===== src/rtl/beep_pkg.sv =====
// Shared types and BCD time constants for the beep sequencer.
package beep_pkg;

  typedef enum logic [0:0] {
    IDLE = 1'b0,
    RING = 1'b1
  } state_t;

  localparam logic [7:0] SEC_00 = 8'h00;
  localparam logic [7:0] MIN_59 = 8'h59;
  localparam logic [7:0] SEC_59 = 8'h59;

  localparam logic [3:0][7:0] CHIME_LO_SECS = {8'h57, 8'h55, 8'h53, 8'h51};

  function automatic logic is_chime_lo_sec(input logic [7:0] sec);
    logic hit;
    hit = 1'b0;
    for (int i = 0; i < 4; i++) begin
      if (sec == CHIME_LO_SECS[i]) begin
        hit = 1'b1;
      end else begin
        hit = hit;
      end
    end
    return hit;
  endfunction

endpackage


===== src/rtl/ring_pattern_gen.sv =====
// Alarm ring timing: total ring length and the on/off cadence of the high tone.
// tone_on and done are next-cycle views so the parent can register them with 1-clk latency.
module ring_pattern_gen #(
  parameter int RING_SECONDS = 60,
  parameter int ON_SECONDS   = 1,
  parameter int OFF_SECONDS  = 1
) (
  input  logic clk,
  input  logic rst_n,
  input  logic start,
  input  logic stop,
  input  logic tick_1hz,
  output logic tone_on,
  output logic done
);

  localparam logic [7:0] RING_LAST = 8'(RING_SECONDS - 1);
  localparam logic [3:0] ON_LAST   = 4'(ON_SECONDS - 1);
  localparam logic [3:0] OFF_LAST  = 4'(OFF_SECONDS - 1);

  logic       running;
  logic [7:0] ring_cnt;
  logic [3:0] phase_cnt;
  logic       phase_on;

  logic       running_nxt;
  logic [7:0] ring_cnt_nxt;
  logic [3:0] phase_cnt_nxt;
  logic       phase_on_nxt;
  logic       phase_end;

  assign done    = running & tick_1hz & (ring_cnt == RING_LAST);
  assign tone_on = phase_on_nxt;

  // Next-state for the ring counters; start beats stop beats a tick.
  always_comb begin
    phase_end     = (phase_cnt == (phase_on ? ON_LAST : OFF_LAST));
    running_nxt   = running;
    ring_cnt_nxt  = ring_cnt;
    phase_cnt_nxt = phase_cnt;
    phase_on_nxt  = phase_on;
    if (start) begin
      running_nxt   = 1'b1;
      ring_cnt_nxt  = 8'd0;
      phase_cnt_nxt = 4'd0;
      phase_on_nxt  = 1'b1;
    end else if (stop || done) begin
      running_nxt   = 1'b0;
      ring_cnt_nxt  = 8'd0;
      phase_cnt_nxt = 4'd0;
      phase_on_nxt  = 1'b0;
    end else if (running && tick_1hz) begin
      ring_cnt_nxt = ring_cnt + 8'd1;
      if (phase_end) begin
        phase_on_nxt  = ~phase_on;
        phase_cnt_nxt = 4'd0;
      end else begin
        phase_cnt_nxt = phase_cnt + 4'd1;
      end
    end else begin
      running_nxt = running;
    end
  end

  // Counter registers with synchronous active-low reset.
  always_ff @(posedge clk) begin
    if (!rst_n) begin
      running   <= 1'b0;
      ring_cnt  <= 8'd0;
      phase_cnt <= 4'd0;
      phase_on  <= 1'b0;
    end else begin
      running   <= running_nxt;
      ring_cnt  <= ring_cnt_nxt;
      phase_cnt <= phase_cnt_nxt;
      phase_on  <= phase_on_nxt;
    end
  end

endmodule


===== src/rtl/beep_sequencer.sv =====
// Hourly chime and gated alarm ring, producing tone-request levels for the beeper.
module beep_sequencer
  import beep_pkg::*;
#(
  parameter int RING_SECONDS = 60,
  parameter int ON_SECONDS   = 1,
  parameter int OFF_SECONDS  = 1
) (
  input  logic       clk,
  input  logic       rst_n,
  input  logic       tick_1hz,
  input  logic [7:0] hour_bcd,
  input  logic [7:0] min_bcd,
  input  logic [7:0] sec_bcd,
  input  logic       chime_en,
  input  logic       alarm_en,
  input  logic [7:0] alarm_hour_bcd,
  input  logic [7:0] alarm_min_bcd,
  input  logic       ack,
  output logic       open512,
  output logic       open1k,
  output logic       ringing
);

  state_t state;
  state_t state_nxt;
  logic   match;
  logic   match_q;
  logic   trigger;
  logic   chime_hit_lo;
  logic   chime_hit_hi;
  logic   start;
  logic   stop;
  logic   tone_on;
  logic   done;

  // Edge detect on the match so a held :00 second (e.g. after ack) cannot re-arm.
  assign match   = alarm_en & (hour_bcd == alarm_hour_bcd) & (min_bcd == alarm_min_bcd)
                   & (sec_bcd == SEC_00);
  assign trigger = match & ~match_q;

  assign chime_hit_lo = chime_en & (min_bcd == MIN_59) & is_chime_lo_sec(sec_bcd);
  assign chime_hit_hi = chime_en & (min_bcd == MIN_59) & (sec_bcd == SEC_59);

  assign start = (state == IDLE) & trigger;
  assign stop  = (state == RING) & (ack | ~alarm_en);

  ring_pattern_gen #(
    .RING_SECONDS(RING_SECONDS),
    .ON_SECONDS  (ON_SECONDS),
    .OFF_SECONDS (OFF_SECONDS)
  ) u_pattern (
    .clk     (clk),
    .rst_n   (rst_n),
    .start   (start),
    .stop    (stop),
    .tick_1hz(tick_1hz),
    .tone_on (tone_on),
    .done    (done)
  );

  // Next-state decode for the alarm FSM.
  always_comb begin
    state_nxt = state;
    case (state)
      IDLE: begin
        if (trigger) begin
          state_nxt = RING;
        end else begin
          state_nxt = IDLE;
        end
      end
      RING: begin
        if (ack || !alarm_en || done) begin
          state_nxt = IDLE;
        end else begin
          state_nxt = RING;
        end
      end
      default: state_nxt = IDLE;
    endcase
  end

  // FSM state, match history and registered tone outputs; the alarm masks the chime.
  always_ff @(posedge clk) begin
    if (!rst_n) begin
      state   <= IDLE;
      match_q <= 1'b0;
      ringing <= 1'b0;
      open1k  <= 1'b0;
      open512 <= 1'b0;
    end else begin
      state   <= state_nxt;
      match_q <= match;
      ringing <= (state_nxt == RING);
      open1k  <= (state_nxt == RING) ? tone_on : chime_hit_hi;
      open512 <= (state_nxt != RING) & chime_hit_lo;
    end
  end

endmodule


===== config.mk =====
export PLATFORM = sky130hd
export DESIGN_NAME = beep_sequencer
export DESIGN_NICKNAME = d
export VERILOG_FILES = /design/src/rtl/beep_pkg.sv /design/src/rtl/ring_pattern_gen.sv /design/src/rtl/beep_sequencer.sv
export SDC_FILE = /design/constraint.sdc
export NUM_CORES = 1
export LEC_CHECK = 0
export ABC_AREA = 1
export CAP_MARGIN = 20
export CORE_ASPECT_RATIO = 0.75
export CORE_UTILIZATION = 35
export CTS_BUF_LIST = sky130_fd_sc_hd__clkbuf_8 sky130_fd_sc_hd__clkbuf_16
export DETAILED_ROUTE_END_ITERATION = 6
export GPL_TIMING_DRIVEN = 0
export PLACE_DENSITY_LB_ADDON = 0.12
export SKIP_LAST_GASP = 1
export SLEW_MARGIN = 5
export SYNTH_ARGS = -nofsm -noshare
export SYNTH_HDL_FRONTEND = slang
export SYNTH_SLANG_ARGS = --single-unit

===== constraint.sdc =====
create_clock -name clk -period 2.3 [get_ports clk]
set_input_delay 0.46 -clock clk [delete_from_list [all_inputs] [get_ports clk]]
set_output_delay 0.46 -clock clk [all_outputs]
set_load 0.02 [all_outputs]

==> results of run 1 <==
==> Yosys cell counts, types with 2 or more instances <==
cell and count:
nor3_1 4, a21oi_1 2, nor2_1 46, inv_1 46, dfxtp_1 18, xor2_1 6
ha_1 3, nand3_1 5, xnor2_1 5, nand4_1 12, nand2_2 3, o21ai_0 5
nand2_1 67
==> power groups by stage <==
stage               clock network (uW)  registers [uW]  logic (uW)
finish                             261             311         161
floorplan                            0             319        63.4
detailed placement                   0             319         162
global placement                     0             319         161
global route                       281             311         182
CTS                                268             311         162
==> metal layers <==
layer	global-route usage	vias to the layer above
met2	0.251	37
met5	0	-
met1	0.236	580
met3	0.0493	0
met4	0.0247	0
li1	-	804
==> cell usage in the layout, fill, tap and decap left out <==
cell and count:
dfxtp_1 18, o31ai_1 1, o21ai_0 5, xor2_1 6
nand3b_1 1, nand2_2 3, a21oi_1 2, clkbuf_8 4
ha_1 3, nand4_1 12, nor4_2 1, inv_1 46
nand2_1 67, nor2_1 46, clkdlybuf4s50_1 48, nor3_1 4
buf_6 1, nor3_2 1, inv_2 1, nor2_2 1
nor4_1 1, xnor2_1 5, and2_1 1, nand3_1 5
==> stage by stage <==
| step | area, sq um | setup WS [ns] | power (uW) |
|---|---|---|---|
| 2_1_floorplan | 1340 | 0.934 | 382 |
| 3_3_place_gp | 1880 | 0.220 | 480 |
| 3_5_place_dp | 1880 | 0.234 | 480 |
| 4_1_cts | 1940 | 0.500 | 742 |
| 5_1_grt | 1940 | 0.356 | 775 |
| 6_report | 1940 | 0.499 | 734 |
==> worst max-delay path, stage by stage <==
cell and delay, ns:
clkdlybuf4s50_1 0.52, nand2_1 0.07, nor2_1 0.15, nand4_1 0.13, nor2_1 0.16, nand4_1 0.15
nand2_2 0.12, buf_6 0.14, nor2_1 0.05
==> flip-flops by register name (all words and copies together) (netlist names) <==
signal               cells
match_q                  1
open1k                   1
u_pattern.running        1
u_pattern.phase_on       1
u_pattern.ring_cnt       8
state                    1
u_pattern.phase_cnt      4
open512                  1
==> logic make-up after synthesis <==
group | after synthesis | synth area share
AO/OA/AOI/OAI | 8 | 0.0318
XOR/XNOR | 11 | 0.0721
adder cells (fa/ha/maj) | 3 | 0.0281
buffers and inverters | 48 | 0.140
flip-flops | 18 | 0.270
AND/OR/NAND/NOR | 143 | 0.458
==> path summary, 6_finish.rpt <==
check	from	slack, ns	to
setup / recovery	alarm_en	0.50	u_pattern.ring_cnt[2]
hold / removal	u_pattern.running	0.49	u_pattern.running
setup reg to reg	u_pattern.ring_cnt[0]	0.79	u_pattern.ring_cnt[2]
hold reg to reg	u_pattern.running	0.49	u_pattern.running
==> area by class of cell <==
| class | count | area share |
|---|---|---|
| plain buffers | 1 | 0.00581 |
| clock buffers | 4 | 0.0284 |
| inverters | 47 | 0.0911 |
| multi-input cells | 165 | 0.407 |
| flip-flops and latches | 18 | 0.186 |
| well taps | 52 | 0.0336 |
| repair buffers | 48 | 0.248 |
==> results_dict.tcl, run 1 <==
set metrics [dict create \
    switchingPower_uw 175 \
    routed_wl_mm 3.01 \
    maxCapViolations 0 \
    placed_cells 331 \
    clk_pin_slew_ns 0.07 \
    n_antenna_cell 0 \
    yosys_warnings 0 \
    p_int_uw 558 \
    timing.hold.ws_ns 0.493 \
    critPathKind "input port to flop" \
    rsz0062_at_grt "false" \
    wl_met2_mm 1.13 \
    ant_nets 0 \
    wl_met1_mm 1.69 \
    ios 49 \
    worst_pin_slew_ns 0.349 \
    yosysTopAreaCell "dfxtp_1" \
    cp.arrival_ns 1.95 \
    via_per_inst 4.24 \
    reg2regPathDepth 9 \
    numPortBuffers 48 \
    synth_seq_cells 18 \
    cts_max_path_buffers 2 \
    synth.yosys.seq_area_share 0.270 \
    dr_wl_met3_microns 188 \
    timing.critical_path.from_type "input port" \
    topRoutingLayerUsed "met3" \
    drv_slew 0 \
    fin_crit_ns 1.80 \
    fmax_ghz 0.555 \
    hold_path_class "flop to flop" \
    critPathRequiredTime_ns 2.45 \
    powerDensity_mw_per_mm2 379 \
    dieHeight_microns 55.5 \
    insertion_delay_ns 0.26 \
    p_comb_frac 0.220 \
    yosys.area.top_type_share 0.270 \
    cts_root_buf "clkbuf_8" \
    start_util 0.365 \
    dr.pass1.iters 4 \
    wl_per_cell_microns 8.98 \
    finalHoldViolCount 0 \
    cts.sinks 18 \
    grt_first_pass_wirelength_mm 5.31 \
    synthTopCellsByArea "dfxtp_1, nand2_1, inv_1, nor2_1, nand4_1" \
    syn-instance-count 231 \
    gp_congestion 0.755 \
    crit_path_end_kind "flop" \
    final_net_count 333 \
    grtUsageTotal 0.166 \
    synthesis.nets 280 \
    gr-total-overflow 0 \
    syn-cell-area_sq_mm 0.00134 \
    synth-edff-count 0 \
    synth_flop_cell "dfxtp_1" \
    seq_power_share 0.425 \
    peakVddDrop_v 0.000277 \
    tns_ns 0 \
    drt-initial-drc-count 80 \
    dp_hpwl_mm 2.55 \
    final_util 0.529 \
    grt_max_degree 11 \
    grt_pass1_vias 1336 \
    drc 0 \
    fin_worst_skew_ns 0.00579 \
    fp.dieW_microns 73.4 \
    row_count 19 \
    cts_tree "done" \
    grt_antenna_before_repair 0 \
    swShare 0.239 \
    hold_depth 2 \
    dieArea_sq_mm 0.00407 \
    drive_gt1_frac 0.0424 \
    synthToLayoutAreaGrowth_pct 44.9 \
    fill_cells 401 \
    async_flop_share 0 \
    cts_setup_buffers 0 \
    status "completed" \
    setup_violations 0 \
    num_vias 1421 \
    final_cells 335 \
    relSlewSlack 0.765 \
    p_leak_uw 0.000915 \
    clkPwrFrac 0.356 \
    multi_input_area_sq_um 788 \
    yosysUniqueCellTypes 22 \
    seq_area_sq_um 360 \
    post-route-period-util 0.783 \
    htree_levels 1 \
    post_cts_resized 0 \
    cp_max_fo 10 \
    coreArea_sq_mm 0.00366 \
    cts_buffers 3 \
    cts_hold_buffers 0 \
    avgSynthCellArea_sq_um 5.78 \
]
No activity file was read; power rests on OpenSTA's default activity.
==> run 2, diff against run 1 <==
Clock period 2.3 ns to 1.7 ns, I/O delays scaled along.
==> results_dict.tcl, run 2 (synthesized netlist as in run 1, its figures left out) <==
set metrics [dict create \
    finalHoldViolCount 0 \
    fin_worst_skew_ns 0.00575 \
    cp_max_fo 4 \
    wl_per_cell_microns 9.20 \
    drc 0 \
    cts.sinks 18 \
    largest_reg_flops 8 \
    critPathRequiredTime_ns 1.36 \
    ant_nets 0 \
    regMostFlops "u_pattern.ring_cnt" \
    grt_pass1_vias 1336 \
    dieArea_sq_mm 0.00407 \
    ios 49 \
    grtUsageTotal 0.166 \
    dp_hpwl_mm 2.55 \
    grt_antenna_before_repair 0 \
    dr.pass1.iters 4 \
    cts_tree "done" \
    gp_congestion 0.755 \
    routed_wl_mm 3.11 \
    layout_commonest_cell "nand2_1" \
    placed_cells 331 \
    hold_path_class "flop to flop" \
    peakVddDrop_v 0.000377 \
    timing.critical_path.from_type "flop" \
    drive_gt1_frac 0.0979 \
    start_util 0.365 \
    cts_buffers 3 \
    powerDensity_mw_per_mm2 493 \
    synthToLayoutAreaGrowth_pct 52.3 \
    p_total_uw 1000 \
    dpl_cell_area_sq_mm 0.00188 \
    clk_pin_slew_ns 0.07 \
    cp.buffers_inverters 1 \
    fp.dieW_microns 73.4 \
    fin_crit_ns 1.61 \
    row_count 19 \
    setup_violations 0 \
    layout_common_cells "nand2_1, inv_1, nor2_1" \
    multi_input_area_sq_um 831 \
    critical_path.slowest_cell "clkdlybuf4s50_1" \
    dieHeight_microns 55.5 \
    cts_max_path_buffers 2 \
    gr-total-overflow 0 \
    numPortBuffers 48 \
    seq_area_sq_um 360 \
    critPathKind "flop to output port" \
    cp.arrival_ns 1.27 \
    drt-initial-drc-count 71 \
    worst_pin_slew_ns 0.362 \
    p_leak_uw 0.00105 \
    via_per_inst 4.25 \
    post-route-period-util 0.946 \
    grt_max_degree 11 \
    maxCapViolations 0 \
    relSlewSlack 0.757 \
    fmax_ghz 0.622 \
    reg.largest.list "u_pattern.ring_cnt x8, u_pattern.phase_cnt x4" \
    crit_path_end_kind "output port" \
    drv_slew 0 \
    max_stage_delay_ns 0.63 \
    grt_first_pass_wirelength_mm 5.31 \
    num_vias 1436 \
    cpLargestDelayFamily "buffers and inverters" \
    coreArea_sq_mm 0.00366 \
    final_util 0.556 \
    final_cells 338 \
    status "completed" \
    n_antenna_cell 0 \
    path_cells "clkdlybuf4s50_1" \
    insertion_delay_ns 0.26 \
    final_net_count 336 \
    cts_root_buf "clkbuf_8" \
    htree_levels 1 \
    fill_cells 391 \
    fin_area_sq_mm 0.00204 \
]
==> run 2: changes by cell type in the layout (fill, tap and decap cells not counted), moves of 2 or more <==
cell | before | now
clkdlybuf4s50_1 | 48 | 36
dlymetal6s2s_1 | 0 | 12
nand2_1 | 67 | 62
nand2_2 | 3 | 8
nor2_1 | 46 | 43
buf_4 | 0 | 2
inv_1 | 46 | 44
inv_2 | 1 | 3
nor2_2 | 1 | 3
nor3_1 | 4 | 2
nor3_2 | 1 | 3
==> run 2: through the flow <==
| step | setup WS [ns] | hold slack, ns | setup TNS, ns |
|---|---|---|---|
| after floorplan | 0.391 | 0.448 | 0 |
| after global placement | -0.260 | 0.475 | -3.03 |
| after detailed placement | -0.246 | 0.481 | -2.86 |
| after CTS | 0.0198 | 0.497 | 0 |
| after global routing | -0.00600 | 0.529 | -0.0118 |
| final | 0.0914 | 0.492 | 0 |
==> run 2: repair_timing <==
action | CTS | global route
hold buffers | 0 | 0
setup endpoints to repair | 0 | 12
resized for setup | 0 | 29
setup buffers | 0 | 2
==> run 2: final cells by class <==
| type | instances | share of cell area |
|---|---|---|
| clock buffers | 4 | 0.0270 |
| repair buffers | 51 | 0.264 |
| inverters | 47 | 0.0867 |
| flip-flops and latches | 18 | 0.177 |
| multi-input cells | 165 | 0.408 |
| well taps | 52 | 0.0320 |
| plain buffers | 1 | 0.00553 |
==> run 2: per-layer routing <==
metal	vias to the layer above	part of all wire	global-route usage
met5	-	0	0
met4	0	0	0.0247
met3	0	0.062	0.0493
met2	33	0.38	0.251
met1	592	0.55	0.236
li1	811	-	-
==> run 2: where the power goes <==
part	switching, uW	leakage, uW	internal [uW]
Clock	146	0.0000288	206
Sequential	0.000196	0.000145	421
Combinational	98.2	0.000875	133
==> run 2: worst paths after layout <==
kind                                       startpoint  slack [ns]  cells past startpoint                     to
worst max-delay path                            state        0.09                      1                ringing
worst min register to register      u_pattern.running        0.49                      2      u_pattern.running
worst max register to register  u_pattern.ring_cnt[0]        0.22                      9  u_pattern.ring_cnt[4]
worst min-delay path                u_pattern.running        0.49                      2      u_pattern.running
==> run 3, diff against run 2 <==
Settings changed: CTS_BUF_LIST sky130_fd_sc_hd__clkbuf_8 sky130_fd_sc_hd__clkbuf_16 to unset, PLACE_DENSITY set to 0.62, PLACE_DENSITY_LB_ADDON 0.12 to unset.
==> results_dict.tcl, run 3 (synthesized netlist as in run 1, its figures left out) <==
set metrics [dict create \
    fin_worst_skew_ns 0.00227 \
    status "completed" \
    fmax_ghz 0.617 \
    grt_first_pass_wirelength_mm 5.11 \
    timing.critical_path.from_type "input port" \
    critical_path.slowest_cell "clkdlybuf4s50_1" \
    clk_pin_slew_ns 0.07 \
    numPortBuffers 48 \
    gp_congestion 0.761 \
    setup_violations 0 \
    hold_path_class "flop to flop" \
    worst_pin_slew_ns 0.480 \
    drv_slew 0 \
    drt-initial-drc-count 30 \
    ant_nets 0 \
    maxCapViolations 0 \
    fp.dieW_microns 73.4 \
    layout_commonest_cell "nand2_1" \
    critPathKind "input port to flop" \
    largest_reg_flops 8 \
    insertion_delay_ns 0.25 \
    path_cells "clkdlybuf4s50_1 > nand2_1 > nor2_2 > nand4_1 > nor2_2 > nand4_1 > nand2_2 > buf_6 > nor2_1" \
    drc 0 \
    wl_per_cell_microns 9.30 \
    cp.buffers_inverters 2 \
    synthToLayoutAreaGrowth_pct 51.3 \
    finalHoldViolCount 0 \
    routed_wl_mm 3.15 \
    post-route-period-util 0.953 \
    ios 49 \
    n_antenna_cell 0 \
    max_stage_delay_ns 0.52 \
    drive_gt1_frac 0.0871 \
    layout_common_cells "nand2_1, inv_1, nor2_1" \
    cp.arrival_ns 1.77 \
    row_count 19 \
    via_per_inst 4.28 \
    cts_buffers 3 \
    grtUsageTotal 0.157 \
    cp_max_fo 5 \
    timing.hold.ws_ns 0.524 \
    reg.largest.list "u_pattern.ring_cnt x8, u_pattern.phase_cnt x4" \
    dieHeight_microns 55.5 \
    num_vias 1450 \
    dieArea_sq_mm 0.00407 \
    grt_antenna_before_repair 0 \
    grt_pass1_vias 1234 \
    final_util 0.552 \
    start_util 0.365 \
    peakVddDrop_v 0.000349 \
    dp_hpwl_mm 2.60 \
    fin_crit_ns 1.62 \
    dr.pass1.iters 4 \
    htree_levels 1 \
    p_leak_uw 0.00102 \
    regMostFlops "u_pattern.ring_cnt" \
    fill_cells 390 \
    grt_max_degree 11 \
    crit_path_end_kind "flop" \
    cts_max_path_buffers 2 \
    coreArea_sq_mm 0.00366 \
    powerDensity_mw_per_mm2 493 \
    cpLargestDelayFamily "simple AND/OR/NAND/NOR gates" \
    critPathRequiredTime_ns 1.85 \
    cts_root_buf "clkbuf_8" \
    relSlewSlack 0.677 \
    cts.sinks 18 \
    final_net_count 337 \
    gr-total-overflow 0 \
    cts_tree "done" \
]
[run 3: changes by cell type in the layout (fill, tap and decap cells not counted), moves of 2 or more]
cell / change
dlymetal6s2s_1: -4
clkdlybuf4s50_1: +4
nor3_1: +2
nand2_2: -2
nor3_2: -2
[run 3: layout make-up]
cell class,count,area [sq um],share of cell area
Multi-Input combinational cell,165,820,0.405
Timing Repair Buffer,52,534,0.264
Sequential cell,18,360,0.178
Inverter,47,176,0.0873
Tap cell,52,65.1,0.0322
Clock buffer,4,55.1,0.0272
Buffer,1,11.3,0.00557
[run 3: final timing paths]
check | start | end | slack, ns | depth (start not counted)
worst max register to register | u_pattern.ring_cnt[0] | u_pattern.ring_cnt[4] | 0.15 | 9
worst min register to register | u_pattern.phase_cnt[3] | u_pattern.phase_cnt[3] | 0.52 | 2
worst min-delay path | u_pattern.phase_cnt[3] | u_pattern.phase_cnt[3] | 0.52 | 2
worst max-delay path | alarm_en | u_pattern.ring_cnt[4] | 0.08 | 9
[run 3: per-stage QoR]
stage	total power [uW]	TNS [ns]	std cells	area, sq um	setup WS [ns]
6_report	997	0	339	2020	0.0799
5_1_grt	1050	-0.0124	339	2020	-0.00790
4_1_cts	1000	0	335	1940	0.0138
3_5_place_dp	650	-2.84	331	1880	-0.245
3_3_place_gp	649	-3.13	331	1880	-0.263
2_1_floorplan	517	0	231	1340	0.391
[run 3: tightest hold or removal path, stage by stage (launching register included)]
cell,delay [ns]
dfxtp_1,0.34
xor2_1,0.07
nor2_1,0.08
[run 3: repair_timing]
action	in CTS	in global routing
resized for setup	0	22
setup buffers	0	3
hold buffers	0	0
endpoints found under the setup margin	0	11
[run 3: power by group]
group	internal (uW)	switching [uW]
clock	206	142
sequential	421	0.000184
combinational	132	96.0
total	759	238
[run 3: metal layers]
metal	global-route usage	vias up	wire, microns
met5	0	-	0
met4	0.0247	0	0
met3	0.0365	0	135
met2	0.231	29	1270
met1	0.235	606	1750
li1	-	815	-
